## config.mk

```make
export PLATFORM = sky130hd
export DESIGN_NAME = shift_ring_counter
export DESIGN_NICKNAME = d
export VERILOG_FILES = /design/src/rtl/shift_ring_counter.sv
export SDC_FILE = /design/constraint.sdc
export NUM_CORES = 1
export LEC_CHECK = 0
export ABC_AREA = 1
export BUFFER_PORTS_ARGS = -buffer_cell sky130_fd_sc_hd__buf_2
export CAP_MARGIN = 20
export CORE_AREA = 10 10 49 51
export DETAILED_ROUTE_END_ITERATION = 12
export DIE_AREA = 0 0 59 61
export PLACE_DENSITY = 0.84
export SKIP_LAST_GASP = 1
export SLEW_MARGIN = 0
export SYNTH_ARGS = -nofsm -noshare
export SYNTH_HDL_FRONTEND = slang
export SYNTH_SLANG_ARGS = --single-unit
```

## constraint.sdc

```tcl
create_clock -name clk -period 3.1 [get_ports clk]
set_clock_uncertainty 0.2 [all_clocks]
set_input_delay 0.62 -clock clk [delete_from_list [all_inputs] [get_ports clk]]
set_output_delay 0.62 -clock clk [all_outputs]
set_load 0.02 [all_outputs]
```

## src/rtl/shift_ring_counter.sv

```systemverilog
// Parametrised ring / Johnson shift counter with load, self-correction and position decode.
// Latency: q and wrap update one cycle after the edge; pos and illegal are combinational from q and mode.
// Backpressure: none; en gates shifting and q holds whenever en and load are low.
module shift_ring_counter #(
  parameter int WIDTH = 4,
  parameter int POSW  = $clog2(2 * WIDTH)
) (
  input  logic             clk,
  input  logic             clear,
  input  logic             en,
  input  logic             mode,
  input  logic             dir,
  input  logic             load,
  input  logic [WIDTH-1:0] load_val,
  output logic [WIDTH-1:0] q,
  output logic [POSW-1:0]  pos,
  output logic             wrap,
  output logic             illegal
);

  // Johnson states are runs of ones anchored at bit 0 (2^k-1) or their complements.
  function automatic logic [WIDTH-1:0] low_mask(input int k);
    logic [WIDTH-1:0] ones;
    ones = '1;
    if (k <= 0) return '0;
    return ones >> (WIDTH - k);
  endfunction

  logic [WIDTH-1:0] start_state;
  logic [WIDTH-1:0] shifted;
  logic [WIDTH-1:0] q_next;
  logic             wrap_next;
  logic             ring_ok;
  logic             john_ok;
  logic [POSW-1:0]  ring_pos;
  logic [POSW-1:0]  john_pos;

  assign start_state = mode ? '0 : WIDTH'(1);

  // Ring legality and position: exactly one bit set, pos is its index.
  always_comb begin
    int cnt;
    cnt      = 0;
    ring_pos = '0;
    for (int i = 0; i < WIDTH; i++) begin
      if (q[i]) begin
        cnt      = cnt + 1;
        ring_pos = POSW'(i);
      end
    end
    ring_ok = (cnt == 1);
    if (!ring_ok) ring_pos = '0;
  end

  // Johnson legality and position: filling phase gives k, draining phase gives WIDTH+k.
  always_comb begin
    john_ok  = 1'b0;
    john_pos = '0;
    for (int k = 0; k <= WIDTH; k++) begin
      if (q == low_mask(k)) begin
        john_ok  = 1'b1;
        john_pos = POSW'(k);
      end
    end
    for (int k = 1; k < WIDTH; k++) begin
      if (q == ~low_mask(k)) begin
        john_ok  = 1'b1;
        john_pos = POSW'(WIDTH + k);
      end
    end
  end

  assign illegal = mode ? !john_ok : !ring_ok;
  assign pos     = illegal ? '0 : (mode ? john_pos : ring_pos);

  // One shift step in the selected direction; Johnson feeds back the inverted end bit.
  always_comb begin
    shifted = q;
    if (!dir) shifted = {q[WIDTH-2:0], mode ? ~q[WIDTH-1] : q[WIDTH-1]};
    else      shifted = {mode ? ~q[0] : q[0], q[WIDTH-1:1]};
  end

  // Next-state selection: clear > load > correction > shift > hold; wrap only for shift steps.
  always_comb begin
    q_next    = q;
    wrap_next = 1'b0;
    if (clear) begin
      q_next = start_state;
    end else if (load) begin
      q_next = load_val;
    end else if (en && illegal) begin
      q_next = start_state;
    end else if (en) begin
      q_next    = shifted;
      wrap_next = (shifted == start_state);
    end
  end

  // State and wrap registers.
  always_ff @(posedge clk) begin
    q    <= q_next;
    wrap <= wrap_next;
  end

endmodule

```

==> metrics.md <==
| Metric | Value |
|---|---|
| Gate power share | a little over half |
| Area leader, netlist | edfxtp_1 |
| Sw frac | roughly 41% |
| CTS tree | done |
| Fill cell count | roughly 140 |
| Routed WL per cell | 11.5 um |
| WL final | 1680 um |
| DIE WIDTH | 59 um |
| Cts bufs inserted | 3 |
| Initial DRC Count | 11 |
| Highest net fanout along the worst path | 5 |
| Internal | 208 uW |
| Max Cap Viol | 0 |
| Rows | 14 |
| First-pass DRT Iterations | 6 |
| Layout Cells excl Fill | ~150 |
| Net Sw Power | about 140 uW |
| P_leak | approximately 0.00049 uW |
| H-tree depth | 1 |
| Syn Nets | ~120 |
| Pin count of the biggest net entering global routing | 12 |
| Clk buf depth | 2 |
| Crit-path cells | inv_2, ha_4, nand2_2, inv_2, nor2_4, ha_2, nor2_1, o21ai_1, nand2_2, nand2_4, o22ai_2, buf_6 |
| Ant diodes | 0 |
| Nets | 148 |
| Post-layout util | 61.3% |
| Grt total ovfl | 0 |
| Top cells by area, synth | edfxtp_1 (17%), nand2_1 (15%), ha_1 (11%) |
| Starting Density | a little under half |
| Flops & latches, synth | 5 |
| Final WS setup | roughly 0.09 ns |
| Syn Std Cell Area | between 600 and 700 um2 |
| Clock slew at reported path FFs | 0.04 ns |
| Synthesized area per cell | 6.60 um2 |
| Final setup viols | 0 |
| Max IR drop VDD | 0.305 mV |
| Final GP Congestion | ~0.90 |
| Total power | around 350 uW |
| Vias per Instance | between 4 and 5 |
| Synth cell types | 26 |
| Final hold slack | 0.537 ns |
| Fin crit period | between 3 and 4 ns |
| Dpl cells | 136 |
| Required time of the critical path | around 2.3 ns |
| Synth warn | 0 |
| I/O Buffers | 18 |
| Number of global-route vias before repair | roughly 670 |
| Mapped Cells | between 100 and 150 |
| Pins Over Slew Limit | 0 |
| Seq pwr share | roughly a quarter |
| Clk network pwr share | 20.8% |
| Worst-Margin Slew | about 0.44 ns |
| Crit path buf inv count | 3 |
| Critical path arrival | roughly 2.2 ns |
| Detailed Place HPWL | around 1300 um |
| Outcome | finished clean |
| Setup CP Type | reg2out |
| Top cell type's share of synthesized area | ~17% |
| Crit-path slowest cell | edfxtp_1 |
| Final Hold Vio Count | 0 |
| Later-pin clock latency in the skew report | between 0.2 and 0.25 ns |
| Pre-CTS setup slack | roughly 0.083 ns |
| Core box area | around 0.0015 mm2 |
| First-pass GRT wire length | 2860 um |
| Share of cells above drive strength 1 | between 30% and 40% |
| CP peak stage delay | between 0.4 and 0.5 ns |
| DIE HEIGHT | about 61 um |
| Die area | 0.00360 mm2 |
| Residual DRC count | 0 |
| Cell area power density | just under 400 mW/mm2 |
| Clock root cell | clkbuf_4 |
| Clock sinks | 5 |
| Via count | between 700 and 800 |
| Sequential share of the synthesized area | roughly a fifth |
| Slew HR | approximately 70% |
| Hold WC Path Type | in2reg |
| I/O pins | 19 |
| Tot GR Track Use | under 10% |
| Initial antenna violation count | 0 |
| Post-route ant nets | 0 |
| CP Launch Type | register |
| Critical path's top delay family | adder cells |
| CP Capture Type | output port |
| Tcrit/Tclk final | a little over nine tenths |
| Area growth, synth to finish | 30.1% |
| Max Freq | ~330 MHz |
-- timing repair --
action | in CTS | in global routing
endpoints found under the setup margin | 3 | 3
setup buffers | 3 | 4
hold buffers | 0 | 0
gates resized for setup | 4 | 10
pin swaps | 0 | 4
-- state kept, by name (all words and copies together), names as in the netlist --
register,count
q,4
wrap,1
-- layer usage --
metal  global-route usage, %  vias to the layer above  wire length [um]
met5                       0                        -                 0
li1                        -                      386                 -
met1                    11.6                      317               780
met4                    2.95                        0                 0
met2                    16.7                       15               854
met3                    3.13                        0                50
-- power groups by stage --
stage          registers, uW  clock network, uW  logic (uW)
2_1_floorplan           92.5                  0         116
3_3_place_gp            93.0                  0         147
5_1_grt                 93.3               83.1         206
6_report                91.6               73.1         187
4_1_cts                 90.6               75.5         168
3_5_place_dp            93.3                  0         150
-- synthesized netlist by cell type, drive strengths merged --
master and instances:
o22ai 1, a221oi 1, nand3 11, nor2 14, buf 3, o21ai 7, nand2 31, edfxtp 4
xnor2 2, inv 16, nor4 1, ha 6, dfxtp 1, xor2 1, a21oi 5, mux2i 1
-- worst reg2reg max path: stages, from the launching register on --
cell and delay, ns:
edfxtp_1 0.42, inv_2 0.14, ha_4 0.24, nand2_2 0.07, inv_2 0.05, nor2_4 0.09
ha_2 0.27, nor2_1 0.09, o21ai_1 0.08, nand2_2 0.10, nand2_4 0.08, buf_4 0.15
nand3_1 0.06, nand3_1 0.08, nand2_1 0.06, nand2_1 0.05
-- layout by cell type (no fill, tap or decap), types with 2 or more instances in the layout --
master    count
o21ai_2       3
clkbuf_4      3
nand2_2       4
nand3_1       9
buf_2        16
inv_1        11
xnor2_1       2
ha_2          2
edfxtp_1      4
nor2_1       11
a21oi_1       5
buf_4         8
ha_1          3
nor2_4        2
o21ai_0       3
nand2_1      26
inv_2         5
-- path summary, 6_finish.rpt --
check / startpoint / to / slack, ns / cells past startpoint
hold reg to reg: q[0] / wrap / 0.71 / 6
setup reg to reg: q[1] / q[0] / 0.61 / 15
setup / recovery: q[1] / pos[0] / 0.09 / 12
hold / removal: clear / q[1] / 0.54 / 2
-- kinds of logic (layout without fill, tap and decap cells) --
group / after synthesis / count (layout) / share of synthesized area, %
adder cells (fa/ha/maj): 6 / 6 / 10.8
buffers and inverters: 19 / 45 / 13.0
flip-flops: 5 / 5 / 20.2
XOR/XNOR: 3 / 3 / 3.79
AO/OA/AOI/OAI: 14 / 14 / 11.4
AND/OR/NAND/NOR: 57 / 57 / 39.3
multiplexers: 1 / 1 / 1.44
-- stage by stage --
step                      TNS (ns)  area [um2]
after CTS                        0         842
after floorplan                  0         693
after global placement           0         773
after global routing       -0.0531         902
final                            0         902
after detailed placement         0         773
-- cell type report --
cell class	instances	area [um2]	area share, %
inverters	16	60.1	6.66
repair buffers	25	151	16.8
flip-flops and latches	5	140	15.5
well taps	16	20.0	2.22
clock buffers	4	26.3	2.91
multi-input cells	81	504	55.9
Note: power is estimated with default switching activity, not from simulation.
